--- src/rtl/i2c_cfg_responder_if.sv ---
// ---------------------------------------------------------------------------
// i2c_cfg_responder_if
//
// This interface groups the pin-level and register-write signals of the I2C
// configuration responder.
//
// Signals:
//   scl_in, sda_in    SCL and SDA pin levels. They are asynchronous to clk.
//   sda_oe            1 = the responder pulls SDA low. 0 = SDA is released.
//   wr_en             One-cycle write strobe.
//   wr_addr, wr_data  Register address and data that go with wr_en.
//   busy              High while a transfer addressed to this target is open.
//   rd_addr, rd_data  Read port. These exist only when I2C_READ_EN is defined.
//
// Modports:
//   slave   The responder side.
//   master  The side that drives the bus and consumes the writes.
// ---------------------------------------------------------------------------
interface i2c_cfg_responder_if;
    logic       scl_in;
    logic       sda_in;
    logic       sda_oe;
    logic       wr_en;
    logic [7:0] wr_addr;
    logic [7:0] wr_data;
    logic       busy;
`ifdef I2C_READ_EN
    logic [7:0] rd_addr;
    logic [7:0] rd_data;
`endif

    modport slave (
        input  scl_in,
        input  sda_in,
        output sda_oe,
        output wr_en,
        output wr_addr,
        output wr_data,
`ifdef I2C_READ_EN
        output rd_addr,
        input  rd_data,
`endif
        output busy
    );

    modport master (
        output scl_in,
        output sda_in,
        input  sda_oe,
        input  wr_en,
        input  wr_addr,
        input  wr_data,
`ifdef I2C_READ_EN
        input  rd_addr,
        output rd_data,
`endif
        input  busy
    );
endinterface

--- src/rtl/i2c_cfg_responder.sv ---
// ---------------------------------------------------------------------------
// i2c_cfg_responder
//
// This block is an I2C write target for three-byte configuration transfers:
// device address, then register address, then data. It oversamples SCL and
// SDA with clk. It ACKs transfers sent to DEV_ADDR. Each received data byte
// is issued as a one-cycle write strobe. The register pointer auto-increments,
// so further data bytes in the same transfer go to the following registers.
//
// Ports:
//   clk    System clock. It must run at least 8x the SCL rate.
//   reset  Asynchronous, active-low reset.
//   bus    i2c_cfg_responder_if.slave. It carries:
//            - the SCL/SDA pin levels,
//            - the SDA pull-down enable,
//            - the write strobe with its address and data,
//            - busy,
//            - the optional read port.
//
// Optional feature, macro I2C_READ_EN:
//   When defined, address byte {DEV_ADDR,1} starts a read. The responder
//   then shifts out rd_data for rd_addr = pointer. The pointer advances on
//   each controller ACK.
//   When undefined, read requests are ignored and are not ACKed.
// ---------------------------------------------------------------------------
module i2c_cfg_responder #(
    parameter logic [6:0] DEV_ADDR = 7'h1A
) (
    input  logic               clk,
    input  logic               reset,
    i2c_cfg_responder_if.slave bus
);
    typedef enum logic [3:0] {
        IDLE,
        DEV,
        DEV_ACK,
        REG,
        REG_ACK,
        DATA,
        DATA_ACK,
        IGNORE,
        TX,
        TX_ACK
    } state_t;

    state_t     state_reg, state_next;
    logic [3:0] bit_cnt_reg, bit_cnt_next;
    logic [6:0] shift_reg, shift_next;    // the 7 bits before the current sample
    logic [7:0] ptr_reg, ptr_next;
    logic       sda_oe_reg, sda_oe_next;
    logic       wr_en_reg, wr_en_next;
    logic [7:0] wr_addr_reg, wr_addr_next;
    logic [7:0] wr_data_reg, wr_data_next;

    // Pin conditioning. Bit 1 is SCL and bit 0 is SDA.
    // The path is: two synchronizer flops, then one history flop for edges.
    logic [1:0] pin_meta_reg, pin_sync_reg, pin_hist_reg;

    always_ff @(posedge clk or negedge reset) begin
        if (!reset) begin
            // Reset to the idle (released) bus level. This prevents a false
            // edge when the block comes out of reset.
            pin_meta_reg <= 2'b11;
            pin_sync_reg <= 2'b11;
            pin_hist_reg <= 2'b11;
        end else begin
            pin_meta_reg <= {bus.scl_in, bus.sda_in};
            pin_sync_reg <= pin_meta_reg;
            pin_hist_reg <= pin_sync_reg;
        end
    end

    logic scl_s, scl_d, sda_s, sda_d;
    logic scl_rise, scl_fall, start_det, stop_det, last_bit;
    logic [7:0] byte_in;

    assign scl_s = pin_sync_reg[1];
    assign scl_d = pin_hist_reg[1];
    assign sda_s = pin_sync_reg[0];
    assign sda_d = pin_hist_reg[0];

    assign scl_rise = scl_s & ~scl_d;
    assign scl_fall = ~scl_s & scl_d;

    // START and STOP need SCL high in both samples.
    // If SCL and SDA move in the same sample, it counts as a clock edge.
    assign start_det = scl_s & scl_d & sda_d & ~sda_s;
    assign stop_det  = scl_s & scl_d & ~sda_d & sda_s;

    assign byte_in  = {shift_reg, sda_s};
    assign last_bit = (bit_cnt_reg == 4'd7);

    always_ff @(posedge clk or negedge reset) begin
        if (!reset) begin
            state_reg   <= IDLE;
            bit_cnt_reg <= 4'd0;
            shift_reg   <= 7'd0;
            ptr_reg     <= 8'd0;
            sda_oe_reg  <= 1'b0;
            wr_en_reg   <= 1'b0;
            wr_addr_reg <= 8'd0;
            wr_data_reg <= 8'd0;
        end else begin
            state_reg   <= state_next;
            bit_cnt_reg <= bit_cnt_next;
            shift_reg   <= shift_next;
            ptr_reg     <= ptr_next;
            sda_oe_reg  <= sda_oe_next;
            wr_en_reg   <= wr_en_next;
            wr_addr_reg <= wr_addr_next;
            wr_data_reg <= wr_data_next;
        end
    end

    always_comb begin
        state_next   = state_reg;
        bit_cnt_next = bit_cnt_reg;
        shift_next   = shift_reg;
        ptr_next     = ptr_reg;
        sda_oe_next  = sda_oe_reg;
        wr_en_next   = 1'b0;
        wr_addr_next = wr_addr_reg;
        wr_data_next = wr_data_reg;

        if (start_det) begin
            // A repeated START drops any partial byte.
            state_next   = DEV;
            bit_cnt_next = 4'd0;
            sda_oe_next  = 1'b0;
        end else if (stop_det) begin
            state_next   = IDLE;
            bit_cnt_next = 4'd0;
            sda_oe_next  = 1'b0;
        end else begin
            case (state_reg)
                IDLE, IGNORE: begin
                    sda_oe_next = 1'b0;
                end

                DEV, REG, DATA: begin
                    if (scl_rise) begin
                        shift_next   = byte_in[6:0];
                        bit_cnt_next = bit_cnt_reg + 4'd1;
                        if (last_bit) begin
                            case (state_reg)
                                DEV: begin
                                    if (byte_in[7:1] == DEV_ADDR && !byte_in[0])
                                        state_next = DEV_ACK;
`ifdef I2C_READ_EN
                                    else if (byte_in[7:1] == DEV_ADDR)
                                        state_next = DEV_ACK;
`endif
                                    else
                                        state_next = IGNORE;
                                end
                                REG: begin
                                    ptr_next   = byte_in;
                                    state_next = REG_ACK;
                                end
                                default: begin
                                    wr_en_next   = 1'b1;
                                    wr_addr_next = ptr_reg;
                                    wr_data_next = byte_in;
                                    state_next   = DATA_ACK;
                                end
                            endcase
                        end
                    end
                end

                // The ACK states are entered on the 8th rising edge.
                // sda_oe itself marks the ACK phase:
                //   - the first falling edge starts the ACK (drive SDA low),
                //   - the next falling edge, after the 9th clock, ends it.
                DEV_ACK, REG_ACK, DATA_ACK: begin
                    if (scl_fall) begin
                        if (!sda_oe_reg) begin
                            sda_oe_next = 1'b1;
                        end else begin
                            sda_oe_next  = 1'b0;
                            bit_cnt_next = 4'd0;
                            case (state_reg)
                                DEV_ACK: begin
`ifdef I2C_READ_EN
                                    // shift_reg[0] still holds the R/W bit.
                                    if (shift_reg[0]) begin
                                        state_next  = TX;
                                        sda_oe_next = ~bus.rd_data[7];
                                    end else
`endif
                                    state_next = REG;
                                end
                                REG_ACK: state_next = DATA;
                                default: begin
                                    ptr_next   = ptr_reg + 8'd1;
                                    state_next = DATA;
                                end
                            endcase
                        end
                    end
                end

`ifdef I2C_READ_EN
                // bit_cnt counts the bits the controller has sampled.
                // The next bit is driven on each falling edge.
                TX: begin
                    if (scl_rise) begin
                        bit_cnt_next = bit_cnt_reg + 4'd1;
                    end else if (scl_fall) begin
                        if (bit_cnt_reg == 4'd8) begin
                            sda_oe_next = 1'b0;
                            state_next  = TX_ACK;
                        end else begin
                            sda_oe_next = ~bus.rd_data[3'd7 - bit_cnt_reg[2:0]];
                        end
                    end
                end

                // The pointer advances on the ACK rising edge. This gives
                // rd_data time to settle for the new address before the
                // first bit is driven on the following falling edge.
                // bit_cnt = 9 means "ACK seen".
                TX_ACK: begin
                    if (scl_rise) begin
                        if (!sda_s) begin
                            ptr_next     = ptr_reg + 8'd1;
                            bit_cnt_next = 4'd9;
                        end else begin
                            state_next = IGNORE;
                        end
                    end else if (scl_fall && bit_cnt_reg == 4'd9) begin
                        bit_cnt_next = 4'd0;
                        sda_oe_next  = ~bus.rd_data[7];
                        state_next   = TX;
                    end
                end
`endif

                default: begin
                    state_next  = IDLE;
                    sda_oe_next = 1'b0;
                end
            endcase
        end
    end

    assign bus.sda_oe  = sda_oe_reg;
    assign bus.wr_en   = wr_en_reg;
    assign bus.wr_addr = wr_addr_reg;
    assign bus.wr_data = wr_data_reg;
    assign bus.busy    = (state_reg == DEV_ACK) || (state_reg == REG) ||
                         (state_reg == REG_ACK) || (state_reg == DATA) ||
                         (state_reg == DATA_ACK)
`ifdef I2C_READ_EN
                         || (state_reg == TX) || (state_reg == TX_ACK)
`endif
                         ;
`ifdef I2C_READ_EN
    assign bus.rd_addr = ptr_reg;
`endif
endmodule

--- src/flat_wrapper.sv ---
// flat-port wrapper written by rule: the top's interface ports become plain ports
module i2c_cfg_responder_flat 
#(
    parameter logic [6:0] DEV_ADDR = 7'h1A
)
  (clk, reset, bus_scl_in, bus_sda_in, bus_sda_oe, bus_wr_en, bus_wr_addr, bus_wr_data, bus_busy);
  i2c_cfg_responder_if bus_i ();
  input  logic clk;
  input  logic reset;
  input wire logic [$bits(bus_i.scl_in)-1:0] bus_scl_in;
  input wire logic [$bits(bus_i.sda_in)-1:0] bus_sda_in;
  output wire logic [$bits(bus_i.sda_oe)-1:0] bus_sda_oe;
  output wire logic [$bits(bus_i.wr_en)-1:0] bus_wr_en;
  output wire logic [$bits(bus_i.wr_addr)-1:0] bus_wr_addr;
  output wire logic [$bits(bus_i.wr_data)-1:0] bus_wr_data;
  output wire logic [$bits(bus_i.busy)-1:0] bus_busy;
  assign bus_i.scl_in = bus_scl_in;
  assign bus_i.sda_in = bus_sda_in;
  assign bus_sda_oe = bus_i.sda_oe;
  assign bus_wr_en = bus_i.wr_en;
  assign bus_wr_addr = bus_i.wr_addr;
  assign bus_wr_data = bus_i.wr_data;
  assign bus_busy = bus_i.busy;
  i2c_cfg_responder #(.DEV_ADDR(DEV_ADDR)) u_core (.clk(clk), .reset(reset), .bus(bus_i));
endmodule
--- config.mk ---
export PLATFORM = sky130hd
export DESIGN_NAME = i2c_cfg_responder_flat
export DESIGN_NICKNAME = d
export VERILOG_FILES = /design/src/rtl/i2c_cfg_responder_if.sv /design/src/rtl/i2c_cfg_responder.sv /design/src/flat_wrapper.sv
export SDC_FILE = /design/constraint.sdc
export NUM_CORES = 1
export LEC_CHECK = 0
export CAP_MARGIN = 30
export CORE_ASPECT_RATIO = 1.4
export CORE_MARGIN = 3
export CORE_UTILIZATION = 59
export CTS_BUF_LIST = sky130_fd_sc_hd__clkbuf_16
export DETAILED_ROUTE_END_ITERATION = 16
export HOLD_SLACK_MARGIN = 0.02
export PLACE_DENSITY = 0.93
export SLEW_MARGIN = 20
export SYNTH_ARGS = -nofsm -noshare
export SYNTH_HDL_FRONTEND = slang
export SYNTH_SLANG_ARGS = --single-unit
--- constraint.sdc ---
create_clock -name clk -period 3.9 [get_ports clk]
set_clock_uncertainty 0.05 [all_clocks]
set_input_delay 0.39 -clock clk [delete_from_list [all_inputs] [get_ports clk]]
set_output_delay 0.39 -clock clk [all_outputs]
set_load 0.05 [all_outputs]
==> results.toml <==
[run_status]
status = "finished clean"

[timing]
worst_hold_slack_ns = 0.03082
fin_ws_ns = 1.487
rsz0062_at_grt = "no"
tns_ns = 0
finalHoldViolCount = 0
finalCriticalPeriod_ns = 2.413
slew_violations = 0
maxSlewHeadroom_pct = 54.66
setup_violations = 0
worst_pin_slew_ns = 0.6787
fmax_mhz = 414.4
min_period_over_period_pct = 61.88

[drt]
drc_errors = 0
drt_iter0_markers = 62
via_count = 1475
avgRoutedWirePerCell_um = 18.92
wl_um = 4427
via_per_inst = 6.303
ant_nets = 0
drtPass1Iterations = 4

[cells_and_area]
drive_above_1_share_pct = 24.74
final_nets = 199
areaGrowthSynthToFinish_pct = 20.77
stdcell_count = 234
fin_area_um2 = 2539
antenna_cells = 0
utilization_pct = 74.46

[logic_synthesis]
synth_edf_count = 0
seq_area_frac_synth_pct = 55.12
ys.flop_type = "dfrtp_1"
synth_cells = 168
syn_area_per_cell_um2 = 12.51
yosysWarnings = 0
synthArstFlopShare_pct = 100.0
synth.distinct_cells = 46
syn_nets = 174
synth-seq-cells = 46
synth_area_um2 = 2102

[pwr]
powerDensity_nw_per_um2 = 481.7
clockPowerShare_pct = 39.0
peakVddDrop_mv = 0.5358
p_int_mw = 0.9053
power_switching_share_pct = 25.97
power_mw = 1.223
p_comb_share_pct = 12.2
switching_power_mw = 0.3176
p_leak_nw = 1.160
seq_power_share_pct = 48.8

[clocking]
cts_tree = "yes"
postCtsSetupRepairBufs = 0
cts_sinks = 46
cts_resized = 0
root_buffer = "clkbuf_16"
h-tree-depth = 2
cts_max_path_buffers = 2
cts_buffers = 5
clk_pin_slew_worst_paths_ns = 0.06
cts-hold-fix-buffers = 0
clk_latency_ns = 0.29

[critical_path]
required_ns = 3.46
endpoint_kind = "output pin"
setup.worst_path.class = "reg2out"
critPathArrivalTime_ns = 1.97
r2r_cells = 5
worstPathMaxFanout = 10
start_kind = "flop"

[floorplan]
die_x_um = 56.45
start_util_pct = 61.65
fp.dieH_um = 76.63
core_area_um2 = 3410
core.rowCount = 25
dieArea_um2 = 4325
ioPinCount = 23

[global_routing]
grt_max_degree = 47
grt_overflow = 0
grt_pass1_vias = 1499
globalRouteTotalUtil_pct = 22.84
antenna_found_initial = 0
grt_pass1_wl_um = 7638

[placed_design]
portBuffers = 22
placed_cells = 224
dp_hpwl_um = 2795
gp_congestion = 0.8702
place_ws_ns = 1.602
placed_area_um2 = 2333

[flow_run]
drv_cap = 0

[min_path]
hp-class = "in2async"
critical path: stages (launching register included):
cell and delay, ns:
dfrtp_1 0.50, nand2_1 0.17, inv_1 0.06, a21oi_1 0.14, clkdlybuf4s50_1 0.82
synth_stat cells, drive strengths merged (3+ instances only):
master	instances	area share [%]
nor2	5	0.89
and3b	3	1.3
o21ai	13	3.1
buf	7	2.0
a2bb2oi	3	1.3
nor3	3	0.71
mux2	24	13
dfrtp	40	48
a21oi	6	1.4
nand3b	4	2.6
dfstp	6	7.5
nand3	7	1.7
nand2	7	1.3
power by group through the flow:
stage	Combinational, mW	Clock (mW)	Sequential [mW]
after floorplan	0.113	0	0.575
after global placement	0.135	0	0.597
after detailed placement	0.142	0	0.601
after CTS	0.148	0.479	0.595
after global routing	0.164	0.499	0.603
final	0.150	0.477	0.597
kinds of logic after synthesis:
family	count (synthesis)	share of synthesized area, %
buffers and inverters	9	2.321
XOR/XNOR	2	0.8335
multiplexers	25	13.33
AO/OA/AOI/OAI	41	13.10
AND/OR/NAND/NOR	43	14.11
flip-flops	46	55.12
adder cells (fa/ha/maj)	2	1.190
cells in the final DEF (no fill, tap or decap), types with 2 or more instances in the layout:
cell type and instances:
nand2b_1 2, nand3b_4 2, o31ai_1 2, nand3b_1 2, nand2_1 7, nand3_1 7
a21oi_1 6, dfrtp_1 40, a22o_1 2, clkdlybuf4s50_1 21, nor4_1 2, inv_1 2
o21ai_0 13, o21a_1 2, a31oi_1 2, ha_1 2, and3b_1 2, a32oi_1 2
dfstp_2 6, a2bb2oi_1 3, nor3_1 3, nand4_1 2, nor2_1 5, and3_1 2
clkbuf_16 5, mux2_2 24
final timing paths:
check	from	endpoint	slack, ns
hold / removal	reset	u_core.bus.sda_oe$_DFFE_PN0P_	0.03
hold reg to reg	u_core.pin_meta_reg[0]$_DFF_PN1_	u_core.pin_sync_reg[0]$_DFF_PN1_	0.31
min in group clk	u_core.pin_meta_reg[0]$_DFF_PN1_	u_core.pin_sync_reg[0]$_DFF_PN1_	0.31
setup reg to reg	u_core.bit_cnt_reg[0]$_DFFE_PN0P_	u_core.bus.wr_data[2]$_DFFE_PN0P_	1.80
setup / recovery	u_core.state_reg[1]$_DFFE_PN0P_	bus_busy	1.49
max in group asynchronous	reset	u_core.pin_meta_reg[1]$_DFF_PN1_	3.19
metal layers:
layer  vias up  part of all wire [%]  GRT usage (%)
met4         0                   1.6          8.314
met5         -                     0              0
met3         7                   4.5          5.593
met1       747                    40          28.67
li1        683                     -              -
met2        38                    53          37.85
layout make-up:
type | instances | area, um^2
clock buffers | 5 | 125.1
inverters | 2 | 7.507
well taps | 40 | 50.05
fillers | 207 | 870.8
multi-input cells | 113 | 894.6
repair buffers | 25 | 261.5
flip-flops and latches | 46 | 1159
clock inverters | 3 | 41.29
Note: power is estimated with default switching activity, not from simulation.
